**src/rtl/instr_sequencer_if.sv**
```systemverilog
// Bus bundle between the Aardvark control sequencer and its datapath/memories.
// master = sequencer side, slave = datapath/memory side.
// Optional SEQ_PERF_CNT_EN adds the retired-instruction counter signal.
interface instr_sequencer_if;
  logic       run;
  logic       imem_req;
  logic       imem_ready;
  logic [7:0] imem_rdata;
  logic [7:0] instr_out;
  logic       ir_load;
  logic       alu_en;
  logic       alu_zero;
  logic       dmem_req;
  logic       dmem_we;
  logic       dmem_ready;
  logic       reg_write;
  logic       pc_inc;
  logic       pc_load;
  logic       fault;
  logic [2:0] state;
`ifdef SEQ_PERF_CNT_EN
  logic [15:0] retired_cnt;
`endif

  modport master (
    input  run, imem_ready, imem_rdata, alu_zero, dmem_ready,
    output imem_req, instr_out, ir_load, alu_en, dmem_req, dmem_we,
           reg_write, pc_inc, pc_load, fault, state
`ifdef SEQ_PERF_CNT_EN
    , output retired_cnt
`endif
  );

  modport slave (
    output run, imem_ready, imem_rdata, alu_zero, dmem_ready,
    input  imem_req, instr_out, ir_load, alu_en, dmem_req, dmem_we,
           reg_write, pc_inc, pc_load, fault, state
`ifdef SEQ_PERF_CNT_EN
    , input retired_cnt
`endif
  );
endinterface

```
**src/rtl/instr_sequencer.sv**
```systemverilog
// Multi-cycle control sequencer for the 8-bit Aardvark core.
// FETCH -> DECODE -> EXEC -> (MEM) -> (WB) with one-cycle control pulses,
// handshake timeout detection and a sticky FAULT state.
// Optional feature macro: SEQ_PERF_CNT_EN (16-bit retired-instruction counter).
module instr_sequencer #(
  parameter int TIMEOUT_CYCLES = 15,
  parameter int TW             = 4
) (
  input logic               clk,
  input logic               reset_n,
  instr_sequencer_if.master bus
);

  typedef enum logic [2:0] {
    S_IDLE   = 3'd0,
    S_FETCH  = 3'd1,
    S_DECODE = 3'd2,
    S_EXEC   = 3'd3,
    S_MEM    = 3'd4,
    S_WB     = 3'd5,
    S_FAULT  = 3'd7
  } state_t;

  // The wait that would make the count reach TIMEOUT_CYCLES is the last one allowed.
  localparam logic [TW-1:0] TMO_LAST = TW'(TIMEOUT_CYCLES - 1);

  state_t        state_reg, state_next;
  logic [7:0]    instr_reg;
  logic [TW-1:0] tmo_reg;
  logic          fault_reg;

  logic imem_req, ir_load, alu_en, dmem_req, dmem_we;
  logic reg_write, pc_inc, pc_load;

  // Opcode class, taken from the latched instruction.
  logic is_alu, is_lw, is_sw, is_beq, is_jump;
  assign is_alu  = (instr_reg[7:5] == 3'b000) || (instr_reg[7:5] == 3'b001);
  assign is_lw   = (instr_reg[7:5] == 3'b010);
  assign is_sw   = (instr_reg[7:5] == 3'b011);
  assign is_beq  = (instr_reg[7:5] == 3'b100);
  assign is_jump = (instr_reg[7:6] == 2'b11);

  logic waiting;
  assign waiting = (state_reg == S_FETCH) || (state_reg == S_MEM);

  // Next-state and control-pulse decode from current state and handshake inputs.
  always_comb begin
    state_next = state_reg;
    imem_req   = 1'b0;
    ir_load    = 1'b0;
    alu_en     = 1'b0;
    dmem_req   = 1'b0;
    dmem_we    = 1'b0;
    reg_write  = 1'b0;
    pc_inc     = 1'b0;
    pc_load    = 1'b0;
    case (state_reg)
      S_IDLE: begin
        if (bus.run) state_next = S_FETCH;
      end
      S_FETCH: begin
        imem_req = 1'b1;
        if (bus.imem_ready) begin
          ir_load    = 1'b1;
          state_next = S_DECODE;
        end else if (tmo_reg == TMO_LAST) begin
          state_next = S_FAULT;
        end
      end
      S_DECODE: begin
        state_next = S_EXEC;
      end
      S_EXEC: begin
        alu_en = 1'b1;
        if (is_alu) begin
          state_next = S_WB;
        end else if (is_lw || is_sw) begin
          state_next = S_MEM;
        end else begin
          // beq, jump and the reserved NOP all finish here
          if (is_jump || (is_beq && bus.alu_zero)) pc_load = 1'b1;
          else                                     pc_inc  = 1'b1;
          state_next = S_FETCH;
        end
      end
      S_MEM: begin
        dmem_req = 1'b1;
        dmem_we  = is_sw;
        if (bus.dmem_ready) begin
          if (is_lw) begin
            state_next = S_WB;
          end else begin
            pc_inc     = 1'b1;
            state_next = S_FETCH;
          end
        end else if (tmo_reg == TMO_LAST) begin
          state_next = S_FAULT;
        end
      end
      S_WB: begin
        reg_write  = 1'b1;
        pc_inc     = 1'b1;
        state_next = S_FETCH;
      end
      S_FAULT: begin
        state_next = S_FAULT;
      end
      default: begin
        state_next = S_FAULT;
      end
    endcase
  end

  // State, latched instruction, timeout counter and sticky fault flag.
  always_ff @(posedge clk or negedge reset_n) begin
    if (!reset_n) begin
      state_reg <= S_IDLE;
      instr_reg <= 8'h00;
      tmo_reg   <= '0;
      fault_reg <= 1'b0;
    end else begin
      state_reg <= state_next;
      if (ir_load) instr_reg <= bus.imem_rdata;
      if (state_next != state_reg) tmo_reg <= '0;
      else if (waiting)            tmo_reg <= tmo_reg + TW'(1);
      if (state_next == S_FAULT) fault_reg <= 1'b1;
    end
  end

  assign bus.imem_req  = imem_req;
  assign bus.ir_load   = ir_load;
  assign bus.alu_en    = alu_en;
  assign bus.dmem_req  = dmem_req;
  assign bus.dmem_we   = dmem_we;
  assign bus.reg_write = reg_write;
  assign bus.pc_inc    = pc_inc;
  assign bus.pc_load   = pc_load;
  assign bus.instr_out = instr_reg;
  assign bus.fault     = fault_reg;
  assign bus.state     = state_reg;

`ifdef SEQ_PERF_CNT_EN
  logic [15:0] retired_cnt_reg;

  // One retirement per PC update; pulses never fire in FAULT, so it freezes there.
  always_ff @(posedge clk or negedge reset_n) begin
    if (!reset_n)              retired_cnt_reg <= 16'h0000;
    else if (pc_inc || pc_load) retired_cnt_reg <= retired_cnt_reg + 16'd1;
  end

  assign bus.retired_cnt = retired_cnt_reg;
`endif

endmodule
```
**src/flat_wrapper.sv**
```systemverilog
// flat-port wrapper written by rule: the top's interface ports become plain ports
module instr_sequencer_flat 
#(
  parameter int TIMEOUT_CYCLES = 15,
  parameter int TW             = 4
)
  (clk, reset_n, bus_run, bus_imem_ready, bus_imem_rdata, bus_alu_zero, bus_dmem_ready, bus_imem_req, bus_instr_out, bus_ir_load, bus_alu_en, bus_dmem_req, bus_dmem_we, bus_reg_write, bus_pc_inc, bus_pc_load, bus_fault, bus_state);
  instr_sequencer_if bus_i ();
  input logic clk;
  input logic reset_n;
  input wire logic [$bits(bus_i.run)-1:0] bus_run;
  input wire logic [$bits(bus_i.imem_ready)-1:0] bus_imem_ready;
  input wire logic [$bits(bus_i.imem_rdata)-1:0] bus_imem_rdata;
  input wire logic [$bits(bus_i.alu_zero)-1:0] bus_alu_zero;
  input wire logic [$bits(bus_i.dmem_ready)-1:0] bus_dmem_ready;
  output wire logic [$bits(bus_i.imem_req)-1:0] bus_imem_req;
  output wire logic [$bits(bus_i.instr_out)-1:0] bus_instr_out;
  output wire logic [$bits(bus_i.ir_load)-1:0] bus_ir_load;
  output wire logic [$bits(bus_i.alu_en)-1:0] bus_alu_en;
  output wire logic [$bits(bus_i.dmem_req)-1:0] bus_dmem_req;
  output wire logic [$bits(bus_i.dmem_we)-1:0] bus_dmem_we;
  output wire logic [$bits(bus_i.reg_write)-1:0] bus_reg_write;
  output wire logic [$bits(bus_i.pc_inc)-1:0] bus_pc_inc;
  output wire logic [$bits(bus_i.pc_load)-1:0] bus_pc_load;
  output wire logic [$bits(bus_i.fault)-1:0] bus_fault;
  output wire logic [$bits(bus_i.state)-1:0] bus_state;
  assign bus_i.run = bus_run;
  assign bus_i.imem_ready = bus_imem_ready;
  assign bus_i.imem_rdata = bus_imem_rdata;
  assign bus_i.alu_zero = bus_alu_zero;
  assign bus_i.dmem_ready = bus_dmem_ready;
  assign bus_imem_req = bus_i.imem_req;
  assign bus_instr_out = bus_i.instr_out;
  assign bus_ir_load = bus_i.ir_load;
  assign bus_alu_en = bus_i.alu_en;
  assign bus_dmem_req = bus_i.dmem_req;
  assign bus_dmem_we = bus_i.dmem_we;
  assign bus_reg_write = bus_i.reg_write;
  assign bus_pc_inc = bus_i.pc_inc;
  assign bus_pc_load = bus_i.pc_load;
  assign bus_fault = bus_i.fault;
  assign bus_state = bus_i.state;
  instr_sequencer #(.TIMEOUT_CYCLES(TIMEOUT_CYCLES), .TW(TW)) u_core (.clk(clk), .reset_n(reset_n), .bus(bus_i));
endmodule
```
**config.mk**
```make
export PLATFORM = sky130hd
export DESIGN_NAME = instr_sequencer_flat
export DESIGN_NICKNAME = d
export VERILOG_FILES = /design/src/rtl/instr_sequencer_if.sv /design/src/rtl/instr_sequencer.sv /design/src/flat_wrapper.sv
export SDC_FILE = /design/constraint.sdc
export NUM_CORES = 1
export LEC_CHECK = 0
export CAP_MARGIN = 15
export CORE_UTILIZATION = 44
export DETAILED_ROUTE_END_ITERATION = 10
export PLACE_DENSITY = 0.78
export REMOVE_ABC_BUFFERS = 1
export SYNTH_ARGS = -nofsm -noshare
export SYNTH_HDL_FRONTEND = slang
export SYNTH_SLANG_ARGS = --single-unit
```
**constraint.sdc**
```tcl
create_clock -name clk -period 1.72 [get_ports clk]
set_input_delay 0.258 -clock clk [delete_from_list [all_inputs] [get_ports clk]]
set_output_delay 0.258 -clock clk [all_outputs]
set_load 0.05 [all_outputs]
```
==> results of run 1 <==
-- cells in the final DEF, fill, tap and decap left out, types with 3 or more instances in the layout --
| cell | n |
|---|---|
| buf_12 | 11 |
| buf_4 | 32 |
| clkbuf_4 | 3 |
| clkdlybuf4s50_1 | 13 |
| dfrtp_1 | 11 |
| dfrtp_2 | 5 |
| inv_1 | 4 |
| mux2_2 | 7 |
| nor2_1 | 4 |
| nor2b_1 | 4 |
| nor3_1 | 6 |
| nor3b_2 | 3 |
| xnor2_1 | 3 |
-- cell type report --
type                    instances  area [um^2]  area share [%]
multi-input cells              70          583            34.3
well taps                      27         33.8            1.99
clock buffers                   3         22.5            1.33
repair buffers                 59          638            37.6
flip-flops and latches         16          407            23.9
inverters                       4         15.0           0.884
-- timing repair --
action / 4_1_cts / 5_1_grt
pin swaps: 0 / 3
endpoints found under the setup margin: 5 / 10
hold endpoints to repair: 0 / 0
resized for setup: 14 / 10
buffers inserted: 10 / 6
-- kinds of logic after synthesis --
group,count (synthesis),share of synthesized area (%)
AOI/OAI and AO/OA,20,15.1
xor gates and xnor gates,4,4.37
adders and majority gates,2,2.57
buffers and inverters,9,5.52
DFF,16,41.1
muxes,8,9.11
and+or+nand+nor,36,22.2
-- how the worst max path moves through the flow --
stage,endpoint,slack (ns),depth (start not counted)
6_report,bus_dmem_we,-0.07,5
5_1_grt,bus_dmem_we,-0.11,5
4_1_cts,bus_dmem_we,-0.04,5
3_5_place_dp,bus_pc_inc,-0.08,5
3_3_place_gp,bus_pc_inc,-0.04,5
2_1_floorplan,u_core.bus.instr_out[0]$_DFFE_PN0P_,-1.16,3
-- metal layers --
layer	share of wire [%]	track usage [%]
met3	4.9	4.05
met2	51	45.7
met1	41	30.1
met5	0	0
met4	2.9	8.33
-- stage by stage --
| stage | area, um^2 | setup TNS (ns) | hold slack [ns] | power (mW) | setup WS, ns |
|---|---|---|---|---|---|
| 2_1_floorplan | 936 | -14.26 | -0.0376 | 2.12 | -1.16 |
| 3_3_place_gp | 1480 | -0.0360 | 0.444 | 3.10 | -0.0360 |
| 3_5_place_dp | 1480 | -0.0787 | 0.476 | 3.16 | -0.0787 |
| 4_1_cts | 1620 | -0.114 | 0.280 | 3.62 | -0.0445 |
| 5_1_grt | 1700 | -0.462 | 0.306 | 4.00 | -0.106 |
| 6_report | 1700 | -0.147 | 0.279 | 3.82 | -0.0695 |
-- worst reg2reg max path: stages (launching register included) --
cell	delay [ns]
dfrtp_2	0.49
buf_4	0.18
buf_4	0.16
nand2b_1	0.19
o31ai_1	0.44
a21o_1	0.18
-- power by group through the flow --
| stage | clock network (mW) | logic [mW] | registers, mW |
|---|---|---|---|
| 6_report | 0.186 | 2.90 | 0.731 |
| 3_3_place_gp | 0 | 2.40 | 0.698 |
| 2_1_floorplan | 0 | 0.899 | 1.23 |
| 3_5_place_dp | 0 | 2.45 | 0.713 |
| 5_1_grt | 0.205 | 3.04 | 0.755 |
| 4_1_cts | 0.195 | 2.71 | 0.711 |
==> flow_metrics.tcl, run 1 <==
set metrics [dict create \
    pwr-share-clk_pct 4.9 \
    synth.top_cells.by_count "dfrtp_1, mux2_2, nor3_1" \
    max-cap-violations 0 \
    htreeDepth 1 \
    dp_hpwl_mm 1.75 \
    fmax_mhz 559 \
    cp_slowest_stage_delay_ns 0.45 \
    relSlewSlack_pct 69.8 \
    gr-total-overflow 0 \
    hold_viol 0 \
    routedWlPerCell_um 16.0 \
    p_sw_mw 1.84 \
    drc 0 \
    area_growth_pct 74.3 \
    grt_start_max_net_pins 17 \
    ios 34 \
    post_route_cells_drive_above_1_share_pct 52.0 \
    path_buf_inv 3 \
    tightest_slew_ns 0.449 \
    violations "negative setup slack" \
    slew_violations 0 \
    synth_edf_count 0 \
    setup_slack_ns -0.0695 \
    worst_ep_required_time_ns 1.46 \
    async_flop_share_pct 100 \
    dr.first_iter.drc_count 6 \
    gp_congestion 0.927 \
    final_nets 170 \
    tritoncts "yes" \
    clk_pin_slew_ns 0.08 \
    swShare_pct 48.1 \
    ys_top_cells_by_area "dfrtp_1, mux2_2, nor3_1" \
    outcome "finished with violations" \
    worst_setup_path_start_kind "flop" \
    antenna_cells 0 \
    pwr_density_cell_nw_per_um2 2250 \
    grt_pass1_wl_mm 4.51 \
    cpLargestDelayFamily "flip-flops" \
    yosysMostFrequentCell "dfrtp_1" \
    rr_worst_depth 5 \
    dpl.cell_count 160 \
    stdcell_count 179 \
    largest_reg_flops 8 \
    synth_area_um2 975 \
    synthFlopType "dfrtp_1" \
    crit_arrival_ns 1.53 \
    yosysTopAreaCellShare_pct 41.1 \
    die_w_um 49.1 \
    rsz0062_at_grt "true" \
    critPathKind "flop to output port" \
    end_kind "output port" \
    dr_total_vias 968 \
    antenna_found_initial 0 \
    start_util_pct 48.2 \
    dieArea_um2 2410 \
    firstDrtPassIters 6 \
    final_util_pct 84.0 \
    track_usage_pct 25.3 \
    cts_root_buffer "clkbuf_4" \
    fin_crit_ns 1.79 \
    path_cells "buf_6 -> nand2b_4 -> nor4_2 -> buf_4 -> buf_12" \
    ctsLongestPathBuffers 2 \
    io_buffer_count 33 \
    syn_inst 95 \
    num_rows 16 \
    ys_seq_area_share_pct 41.1 \
    ys_ff_latch 16 \
    fp.dieH_um 49.1 \
    max-vdd-ir-drop_mv 1.71 \
    fill_cells 107 \
    yosysWarnings 0 \
    clock_sinks 16 \
    numCtsBuffers 3 \
    yosys.cell_types.count 38 \
    antenna_left 0 \
    fin_skew_ns 0.00232 \
    vias_per_cell 5.41 \
    seq_power_share_pct 19.2 \
    leakagePower_nw 0.741 \
    syn_avg_cell_area_um2 10.3 \
    hold_path.class "input pin to async pin" \
    internal_power_mw 1.98 \
    setup_viol 4 \
    critPathLaunch "u_core.bus.state[1]$_DFF_PN0_" \
    core_um2 2020 \
    synth_top_cell_by_area "dfrtp_1" \
    rr_startpoint "u_core.bus.state[2]$_DFF_PN0_" \
    cp_max_fo 5 \
    finalCritPeriodShare_pct 104 \
    wl_mm 2.86 \
    rr_endpoint "u_core.bus.fault$_DFFE_PN0N_" \
    grt_pass1_vias 921 \
    rrSetupSlack_ns 0.02 \
    insertion_delay_ns 0.28 \
    ctsHoldBuffers 0 \
    cp_slowest_cell "dfrtp_2" \
    combPwrFrac_pct 76.0 \
]
(Power assumes the default switching activity.)
==> run 2: changes to the inputs <==
Settings changed: CTS_CLUSTER_DIAMETER set to 50, CTS_CLUSTER_SIZE set to 8.
==> results of run 2 <==
The final DEF is identical to that of run 1; final timing and power are the same.
